[config.mk]
export PLATFORM = sky130hd
export DESIGN_NAME = hdmi_period_sequencer_flat
export DESIGN_NICKNAME = d
export VERILOG_FILES = /design/src/rtl/hdmi_period_sequencer_if.sv /design/src/rtl/hdmi_period_sequencer.sv /design/src/flat_wrapper.sv
export SDC_FILE = /design/constraint.sdc
export NUM_CORES = 1
export LEC_CHECK = 0
export CAP_MARGIN = 20
export CORE_ASPECT_RATIO = 0.7
export CORE_UTILIZATION = 30
export CTS_BUF_LIST = sky130_fd_sc_hd__clkbuf_4 sky130_fd_sc_hd__clkbuf_8
export CTS_CLUSTER_SIZE = 14
export DETAILED_ROUTE_END_ITERATION = 12
export PLACE_DENSITY = 0.51
export REMOVE_ABC_BUFFERS = 1
export SYNTH_ARGS = -nofsm -noshare
export SYNTH_HDL_FRONTEND = slang
export SYNTH_SLANG_ARGS = --single-unit
[constraint.sdc]
create_clock -name clk_pixel_in -period 1.8 [get_ports clk_pixel_in]
set_input_delay 0.36 -clock clk_pixel_in [delete_from_list [all_inputs] [get_ports clk_pixel_in]]
set_output_delay 0.36 -clock clk_pixel_in [all_outputs]
set_load 0.005 [all_outputs]
[src/rtl/hdmi_period_sequencer_if.sv]
// Video-in / encoder-control-out bundle of the HDMI period sequencer.
// The timing source is the master; the sequencer is the slave.
interface hdmi_period_sequencer_if;
   logic       active_in;
   logic       hsync_in;
   logic       vsync_in;
   logic [7:0] red_in;
   logic [7:0] green_in;
   logic [7:0] blue_in;
   logic       hdmi_mode_in;

   logic [7:0] red_out;
   logic [7:0] green_out;
   logic [7:0] blue_out;
   logic [1:0] c0_out;
   logic [1:0] c1_out;
   logic [1:0] c2_out;
   logic [1:0] mode_out;
   logic       violation_out;

   modport master (
      output active_in, hsync_in, vsync_in, red_in, green_in, blue_in, hdmi_mode_in,
      input  red_out, green_out, blue_out, c0_out, c1_out, c2_out, mode_out, violation_out
   );

   modport slave (
      input  active_in, hsync_in, vsync_in, red_in, green_in, blue_in, hdmi_mode_in,
      output red_out, green_out, blue_out, c0_out, c1_out, c2_out, mode_out, violation_out
   );
endinterface

[src/rtl/hdmi_period_sequencer.sv]
// Delays pixel/sync/active by 10 pixel clocks and, in HDMI mode, replaces the
// last 10 control cycles before each long-gap active run with preamble + guard band.
module hdmi_period_sequencer (
   input  logic                   clk_pixel_in,
   input  logic                   rst_n_in,
   hdmi_period_sequencer_if.slave bus
);
   localparam int unsigned DELAY   = 10;
   localparam logic [3:0]  RUN_MIN = 4'd12;
   localparam logic [3:0]  PRE_LEN = 4'd7;   // 8 preamble cycles: 7 down to 0
   localparam logic [3:0]  GRD_LEN = 4'd1;   // 2 guard cycles: 1 down to 0

   localparam logic [1:0] MODE_CTRL = 2'd0;
   localparam logic [1:0] MODE_PRE  = 2'd1;
   localparam logic [1:0] MODE_GRD  = 2'd2;
   localparam logic [1:0] MODE_VID  = 2'd3;

   localparam logic [1:0] CTL_VIDEO_PRE = 2'b01;

   typedef enum logic [1:0] {ST_CTRL, ST_PRE, ST_GRD, ST_VID} state_t;

   typedef struct packed {
      logic       active;
      logic       vsync;
      logic       hsync;
      logic [7:0] red;
      logic [7:0] green;
      logic [7:0] blue;
   } sample_t;

   sample_t    pipe [DELAY];
   sample_t    in_sample;
   sample_t    dly;
   logic [3:0] run_cnt;
   logic       rising;
   logic       long_gap;
   logic       qualified;
   logic       too_short;
   state_t     state;
   logic [3:0] cnt;

   assign in_sample = {bus.active_in, bus.vsync_in, bus.hsync_in,
                       bus.red_in, bus.green_in, bus.blue_in};
   assign dly       = pipe[DELAY-1];

   // pipe[0] still holds the previous input sample, so it doubles as the edge history
   assign rising    = bus.active_in & ~pipe[0].active;
   assign long_gap  = (run_cnt >= RUN_MIN);
   assign qualified = rising & bus.hdmi_mode_in & long_gap;
   assign too_short = rising & bus.hdmi_mode_in & ~long_gap;

   always_ff @(posedge clk_pixel_in) begin
      if (!rst_n_in) begin
         run_cnt <= '0;
         // NOTE: the delay line is cleared on reset so no stale active sample
         // can reach the sequencer afterwards; this keeps it in plain flops.
         for (int i = 0; i < DELAY; i++) pipe[i] <= '0;
      end else begin
         if (bus.active_in)
            run_cnt <= '0;
         else if (run_cnt != RUN_MIN)
            run_cnt <= run_cnt + 4'd1;
         pipe[0] <= in_sample;
         for (int i = 1; i < DELAY; i++) pipe[i] <= pipe[i-1];
      end
   end

   // The insertion window is exactly the 10 delayed samples still in the pipe
   // when the edge is seen, so PRE starts on the detecting edge itself.
   always_ff @(posedge clk_pixel_in) begin
      if (!rst_n_in) begin
         state             <= ST_CTRL;
         cnt               <= '0;
         bus.mode_out      <= MODE_CTRL;
         bus.c0_out        <= '0;
         bus.c1_out        <= '0;
         bus.c2_out        <= '0;
         bus.red_out       <= '0;
         bus.green_out     <= '0;
         bus.blue_out      <= '0;
         bus.violation_out <= 1'b0;
      end else begin
         bus.red_out       <= dly.red;
         bus.green_out     <= dly.green;
         bus.blue_out      <= dly.blue;
         bus.c0_out        <= {dly.vsync, dly.hsync};
         bus.c1_out        <= '0;
         bus.c2_out        <= '0;
         bus.violation_out <= too_short;

         unique case (state)
            ST_CTRL: begin
               if (qualified) begin
                  state        <= ST_PRE;
                  cnt          <= PRE_LEN;
                  bus.mode_out <= MODE_PRE;
                  bus.c1_out   <= CTL_VIDEO_PRE;
               end else if (dly.active) begin
                  state        <= ST_VID;
                  bus.mode_out <= MODE_VID;
               end else begin
                  bus.mode_out <= MODE_CTRL;
               end
            end
            ST_PRE: begin
               if (cnt == 4'd0) begin
                  state        <= ST_GRD;
                  cnt          <= GRD_LEN;
                  bus.mode_out <= MODE_GRD;
               end else begin
                  cnt          <= cnt - 4'd1;
                  bus.mode_out <= MODE_PRE;
                  bus.c1_out   <= CTL_VIDEO_PRE;
               end
            end
            ST_GRD: begin
               if (cnt == 4'd0) begin
                  state        <= dly.active ? ST_VID : ST_CTRL;
                  bus.mode_out <= dly.active ? MODE_VID : MODE_CTRL;
               end else begin
                  cnt          <= cnt - 4'd1;
                  bus.mode_out <= MODE_GRD;
               end
            end
            ST_VID: begin
               if (dly.active) begin
                  bus.mode_out <= MODE_VID;
               end else begin
                  state        <= ST_CTRL;
                  bus.mode_out <= MODE_CTRL;
               end
            end
            default: begin
               state        <= ST_CTRL;
               bus.mode_out <= MODE_CTRL;
            end
         endcase
      end
   end
endmodule

[src/flat_wrapper.sv]
// flat-port wrapper written by rule: the top's interface ports become plain ports
module hdmi_period_sequencer_flat 
  (clk_pixel_in, rst_n_in, bus_active_in, bus_hsync_in, bus_vsync_in, bus_red_in, bus_green_in, bus_blue_in, bus_hdmi_mode_in, bus_red_out, bus_green_out, bus_blue_out, bus_c0_out, bus_c1_out, bus_c2_out, bus_mode_out, bus_violation_out);
  hdmi_period_sequencer_if bus_i ();
  input  logic clk_pixel_in;
  input  logic rst_n_in;
  input wire logic [$bits(bus_i.active_in)-1:0] bus_active_in;
  input wire logic [$bits(bus_i.hsync_in)-1:0] bus_hsync_in;
  input wire logic [$bits(bus_i.vsync_in)-1:0] bus_vsync_in;
  input wire logic [$bits(bus_i.red_in)-1:0] bus_red_in;
  input wire logic [$bits(bus_i.green_in)-1:0] bus_green_in;
  input wire logic [$bits(bus_i.blue_in)-1:0] bus_blue_in;
  input wire logic [$bits(bus_i.hdmi_mode_in)-1:0] bus_hdmi_mode_in;
  output wire logic [$bits(bus_i.red_out)-1:0] bus_red_out;
  output wire logic [$bits(bus_i.green_out)-1:0] bus_green_out;
  output wire logic [$bits(bus_i.blue_out)-1:0] bus_blue_out;
  output wire logic [$bits(bus_i.c0_out)-1:0] bus_c0_out;
  output wire logic [$bits(bus_i.c1_out)-1:0] bus_c1_out;
  output wire logic [$bits(bus_i.c2_out)-1:0] bus_c2_out;
  output wire logic [$bits(bus_i.mode_out)-1:0] bus_mode_out;
  output wire logic [$bits(bus_i.violation_out)-1:0] bus_violation_out;
  assign bus_i.active_in = bus_active_in;
  assign bus_i.hsync_in = bus_hsync_in;
  assign bus_i.vsync_in = bus_vsync_in;
  assign bus_i.red_in = bus_red_in;
  assign bus_i.green_in = bus_green_in;
  assign bus_i.blue_in = bus_blue_in;
  assign bus_i.hdmi_mode_in = bus_hdmi_mode_in;
  assign bus_red_out = bus_i.red_out;
  assign bus_green_out = bus_i.green_out;
  assign bus_blue_out = bus_i.blue_out;
  assign bus_c0_out = bus_i.c0_out;
  assign bus_c1_out = bus_i.c1_out;
  assign bus_c2_out = bus_i.c2_out;
  assign bus_mode_out = bus_i.mode_out;
  assign bus_violation_out = bus_i.violation_out;
  hdmi_period_sequencer u_core (.clk_pixel_in(clk_pixel_in), .rst_n_in(rst_n_in), .bus(bus_i));
endmodule
# Word level (Yosys, flattened, before mapping)
# Memories as Yosys holds them, arrays and structs flattened.
# Index checks and enable logic that the tools add are counted.
word_totals:
  register_bits: 41
  ram_bits: 270
  input_bits: 30
  output_inout_bits: 33
  elab_cells: 77
  memories: 1
classes:
  n_addsub: 2
  magnitude_cmp: 1
  n_eq_ne: 10
  mux: 30
  bitwise: 17
  reduce_logical: 6
memory_table:
  columns: ["name", "depth", "word_bits", "read_ports", "rd_clocked_by_memory_dff", "wr", "line_no", "source"]
  rows:
  - ["u_core.pipe", 10, 27, 10, 0, 10, "hdmi_period_sequencer.sv:31", "sample_t pipe [DELAY];"]
op_table:
  columns: ["cell", "count"]
  rows:
  - ["2-to-1 mux 27 bit", 10]
  - ["2-to-1 mux 2 bit", 9]
  - ["case mux 2 bit (4 select lines)", 2]
  - ["2-to-1 mux 4 bit", 3]
  - ["case mux 4 bit (3 select lines)", 1]
  - ["OR 1 bit", 10]
  - ["inequality test 2 x 1 -> 1 bit, second input constant", 3]
  - ["adder 4 x 1 -> 4 bit, second input constant", 1]
  - ["AND 1 bit", 4]
  - ["== test 2 bit, second input constant", 2]
  - ["greater-or-equal comparator 4 bit, second input constant", 1]
  - ["zero test 4 bit", 1]
  - ["2-to-1 mux 1 bit", 4]
  - ["inequality test 2 bit, second input constant", 2]
  - ["inequality test 4 bit, second input constant", 1]
  - ["case mux 2 bit (2 select lines)", 1]
  - ["AND reduction 4 bit", 1]
  - ["subtractor 4 x 1 -> 4 bit, second input constant", 1]
  - ["inequality test 3 x 1 -> 1 bit, second input constant", 1]
  - ["inverter 1 bit", 3]
  - ["AND reduction 3 bit", 1]
  - ["nonzero test 3 bit", 1]
  - ["== test 2 x 1 -> 1 bit, second input constant", 1]
  - ["zero test 2 bit", 1]
  - ["OR reduction 2 bit", 1]

# Logic depth before layout (Yosys ltp)
# An unclocked memory read counts as a cell.
logic_depth:
  ltp_word: 7
  ltp_mapped: 6
  depth_no_buf: 6

# Least setup slack after synthesis
# No wires, ideal clock.
synth_path:
  kind: "reg2reg"
  startpoint: "register u_core.cnt[0]"
  endpoint: "register u_core.cnt[3]"
  setup_ns: 0.092
  arrival_ns: 1.533
  required_time_ns: 1.708
  slack_ns: 0.175
  stages_incl_launch_ff: 7
  n_path_buf: 0
  synth_period_minus_slack_ns: 1.625
  cell_sequence: "dfxtp_1 -> inv_1 -> ha_1 -> or3b_4 -> a21o_4 -> or4b_1 -> o32ai_1"
synth_between:
  elab_chain_cells: 3
  elab_cells_between_ends: 7
  classes_between: "add/sub: 1; eq/ne: 1; mux: 3; reduce/logical: 2"
synth_rtl:
  columns: ["element", "line_no", "source"]
  rows:
  - ["start, declared", "hdmi_period_sequencer.sv:40", "logic [3:0] cnt;"]
  - ["start signal, assigned", "hdmi_period_sequencer.sv:111", "cnt <= cnt - 4'd1;"]
  - ["start signal, assigned", "hdmi_period_sequencer.sv:121", "cnt <= cnt - 4'd1;"]
  - ["subtractor 4 x 1 -> 4 bit / zero test 4 bit (equally long branches)", null, null]
  - ["2-to-1 mux 4 bit, or another cell as far along", "hdmi_period_sequencer.sv:117", "if (cnt == 4'd0) begin"]
  - ["case mux 4 bit (3 select lines) / AND reduction 3 bit (equally long branches)", null, null]
# Parallel ways exist; a longest one is shown, timed or not. The select of a mux whose other input is x is not followed.
# A chain may end at the register's enable or synchronous reset.

# Worst setup path after layout
layout_path:
  startpoint: "register u_core.cnt[1]"
  endpoint: "register u_core.cnt[2]"
# Same word-level chain as after synthesis.

==> impl_metrics.toml <==
[synth]
ys_dominant_reg_cell = "dfxtp_1"
syn_area_per_cell_um2 = 12.1
synth_compound_area_share_pct = 2.35
synth_mux_area_share_pct = 0.342
ys_ff_latch = 310
synthSimpleGateAreaFrac_pct = 22.9
netlist_instances = 729
synth-edff-count = 0
yosysSeqAreaShare_pct = 70.6
synthArstFlopShare_pct = 0
yosys_warnings = 0
synth-xor-area-share_pct = 0.0996
synth-adder-area-share_pct = 1.42
synth_area_um2 = 8790
synth_top_family_by_area = "simple AND/OR/NAND/NOR gates"
synth_cell_types = 36

[sta]
finalCritPeriodShare_pct = 96.0
worst_slack_ns = 0.0719
fin_worst_skew_ns = 0.0151
drv_slew = 0
fin_crit_ns = 1.73
timing.fmax_ghz = 0.579
setup_viol = 0
finalHoldViolations = 0

[setup_path]
r2r_cells = 6
critPathMaxStageDelay_ns = 0.40
crit_path_start = "u_core.cnt[1]"
cp_max_fo = 5
worstPathRequired_ns = 2.20
setup.worst_path.class = "reg2reg"
path_cells = "inv_1, ha_2, or3b_4, a21o_4, a211oi_1, o32ai_1"
critPathCaptureType = "flip-flop"
start_kind = "flip-flop"
slowest_stage = "or3b_4"
r2r_start = "u_core.cnt[1]"
cp.arrival_ns = 2.12

[clock_tree]
clock_sinks = 310
post_cts_resized = 0
clock_path_buffers = 3
clk_latency_ns = 0.53
cts_setup_buffers = 0
cts_tree = "yes"
h-tree-depth = 2
clk_transition_reported_paths_ns = 0.06
cts_buffers = 47
hold_buffers = 0
cts-root-buf = "clkbuf_8"

[placed_design]
gp_congestion = 0.674
port_buffers = 59
hpwl_um = 5700
post-place-ws_ns = -0.0629

[floorplanning]
start_util_pct = 30.5
dieArea_um2 = 30000
rows = 52
ioPinCount = 63
die_h_um = 145
die_x_um = 207
fp.coreArea_um2 = 28800

[global_routing]
grt_usage_pct = 7.72
first_global_vias = 4336
grt_pass1_wl_um = 19000
grt_antenna_before_repair = 0
grt_max_degree = 117
overflow = 0

[finish]
multi_input_area_um2 = 2420
syn2layout_area_growth_pct = 22.8
register_area_um2 = 6210
drive_gt1_share_pct = 12.1
nets = 854
utilization_pct = 37.5
diodes = 0
fillCellCount = 2812

[routing]
wl_um = 10900
ant_nets = 0
vias = 4611
drtPass1Iterations = 4
drtIter0Drc = 158
viasPerCell = 3.78
wl_per_cell_um = 8.91
post-route-drc-count = 0

[run]
drv_cap = 0

[hold_path]
hold_path.startpoint = "rst_n_in"
hp-class = "in2reg"
hold_depth = 2

[power_and_ir_drop]
p_total_mw = 13.7
power.density_nw_per_um2 = 1270
p_leak_nw = 4.47
vdd_ir_drop_max_v = 0.000560

[outcome]
status = "completed"
[registers in the layout, indices dropped and copies added (netlist names)]
register,cells
u_core.pipe,270
u_core.bus.blue_out,8
u_core.run_cnt,4
u_core.bus.c1_out,1
u_core.bus.mode_out,2
u_core.cnt,4
u_core.bus.red_out,8
u_core.bus.violation_out,1
u_core.state,2
u_core.bus.c0_out,2
u_core.bus.green_out,8
[per-stage QoR]
stage               std cells  instance area, um2  setup TNS (ns)  hold WS, ns
global route             1221               10800         -0.0210        0.148
finish                   1221               10800               0        0.186
floorplan                 694                8650               0        0.412
detailed placement       1143                9810          -0.175        0.417
CTS                      1221               10800               0        0.148
global placement         1143                9810         -0.0934        0.413
[kinds of logic after synthesis]
family / count (synthesis)
flops: 310
simple gates: 326
compound gates: 28
mux: 3
other cells: 1
xor+xnor: 1
buf+inv: 50
fa+ha+maj: 10
[cells in the mapped netlist (all sizes together), types with 3 or more instances]
library cell / instances / area share [%]
clkbuf: 33 / 1.4
nand3: 5 / 0.28
inv: 13 / 0.56
o21ai: 5 / 0.28
a221oi: 3 / 0.30
ha: 10 / 1.4
a21o: 3 / 0.34
nand2: 10 / 0.43
nor2: 6 / 0.26
mux2i: 3 / 0.34
dfxtp: 310 / 71
and2: 295 / 21
a21oi: 4 / 0.23
buf: 4 / 0.31
[worst max-delay path, delay by kind of cell (launching register included)]
family	cells	cell delay [ns]
buf+inv	1	0.11
flops	1	0.29
compound gates	3	0.60
simple gates	1	0.40
fa+ha+maj	1	0.20
[power by group]
| part | internal (mW) | switching [mW] |
|---|---|---|
| logic | 0.440 | 0.510 |
| clock network | 3.29 | 2.43 |
| registers | 7.02 | 0.0619 |
| total | 10.8 | 3.00 |
[worst paths after layout]
check | slack [ns] | end
max | 0.07 | u_core.cnt[2]
min | 0.19 | u_core.cnt[0]
max reg2reg | 0.07 | u_core.cnt[2]
min reg2reg | 0.42 | u_core.pipe[0][132]
[routing by layer]
metal	vias to the layer above	global-route usage (%)	share of wire, %
li1	2419	-	-
met1	2074	9.05	48
met2	83	11.7	43
met3	35	3.37	6.7
met4	0	4.41	3.2
met5	-	0	0
[cell type report]
cell class | count | area share (%)
flip-flops and latches | 310 | 57.5
multi-input cells | 371 | 22.4
clock buffers | 73 | 8.32
repair buffers | 71 | 6.46
well taps | 378 | 4.38
clock inverters | 5 | 0.487
inverters | 13 | 0.452
[layout by cell type (no fill, tap or decap), types with 2 or more instances in the layout]
cell type | Yosys | layout
nor3_1 | 2 | 2
nand3_1 | 5 | 5
clkbuf_8 | 0 | 56
a21o_1 | 2 | 2
clkinv_2 | 0 | 3
a221oi_1 | 3 | 3
dfxtp_1 | 310 | 307
nand2_1 | 10 | 10
clkdlybuf4s50_1 | 0 | 57
o211ai_1 | 2 | 2
and2_1 | 295 | 295
a31oi_1 | 2 | 2
inv_1 | 13 | 12
conb_1 | 1 | 3
buf_4 | 3 | 11
mux2i_1 | 3 | 3
dfxtp_2 | 0 | 3
a211oi_1 | 2 | 2
nor2_1 | 6 | 6
clkbuf_4 | 0 | 17
o21ai_0 | 5 | 5
a21oi_1 | 4 | 4
ha_1 | 10 | 9
(Power assumes the default switching activity.)
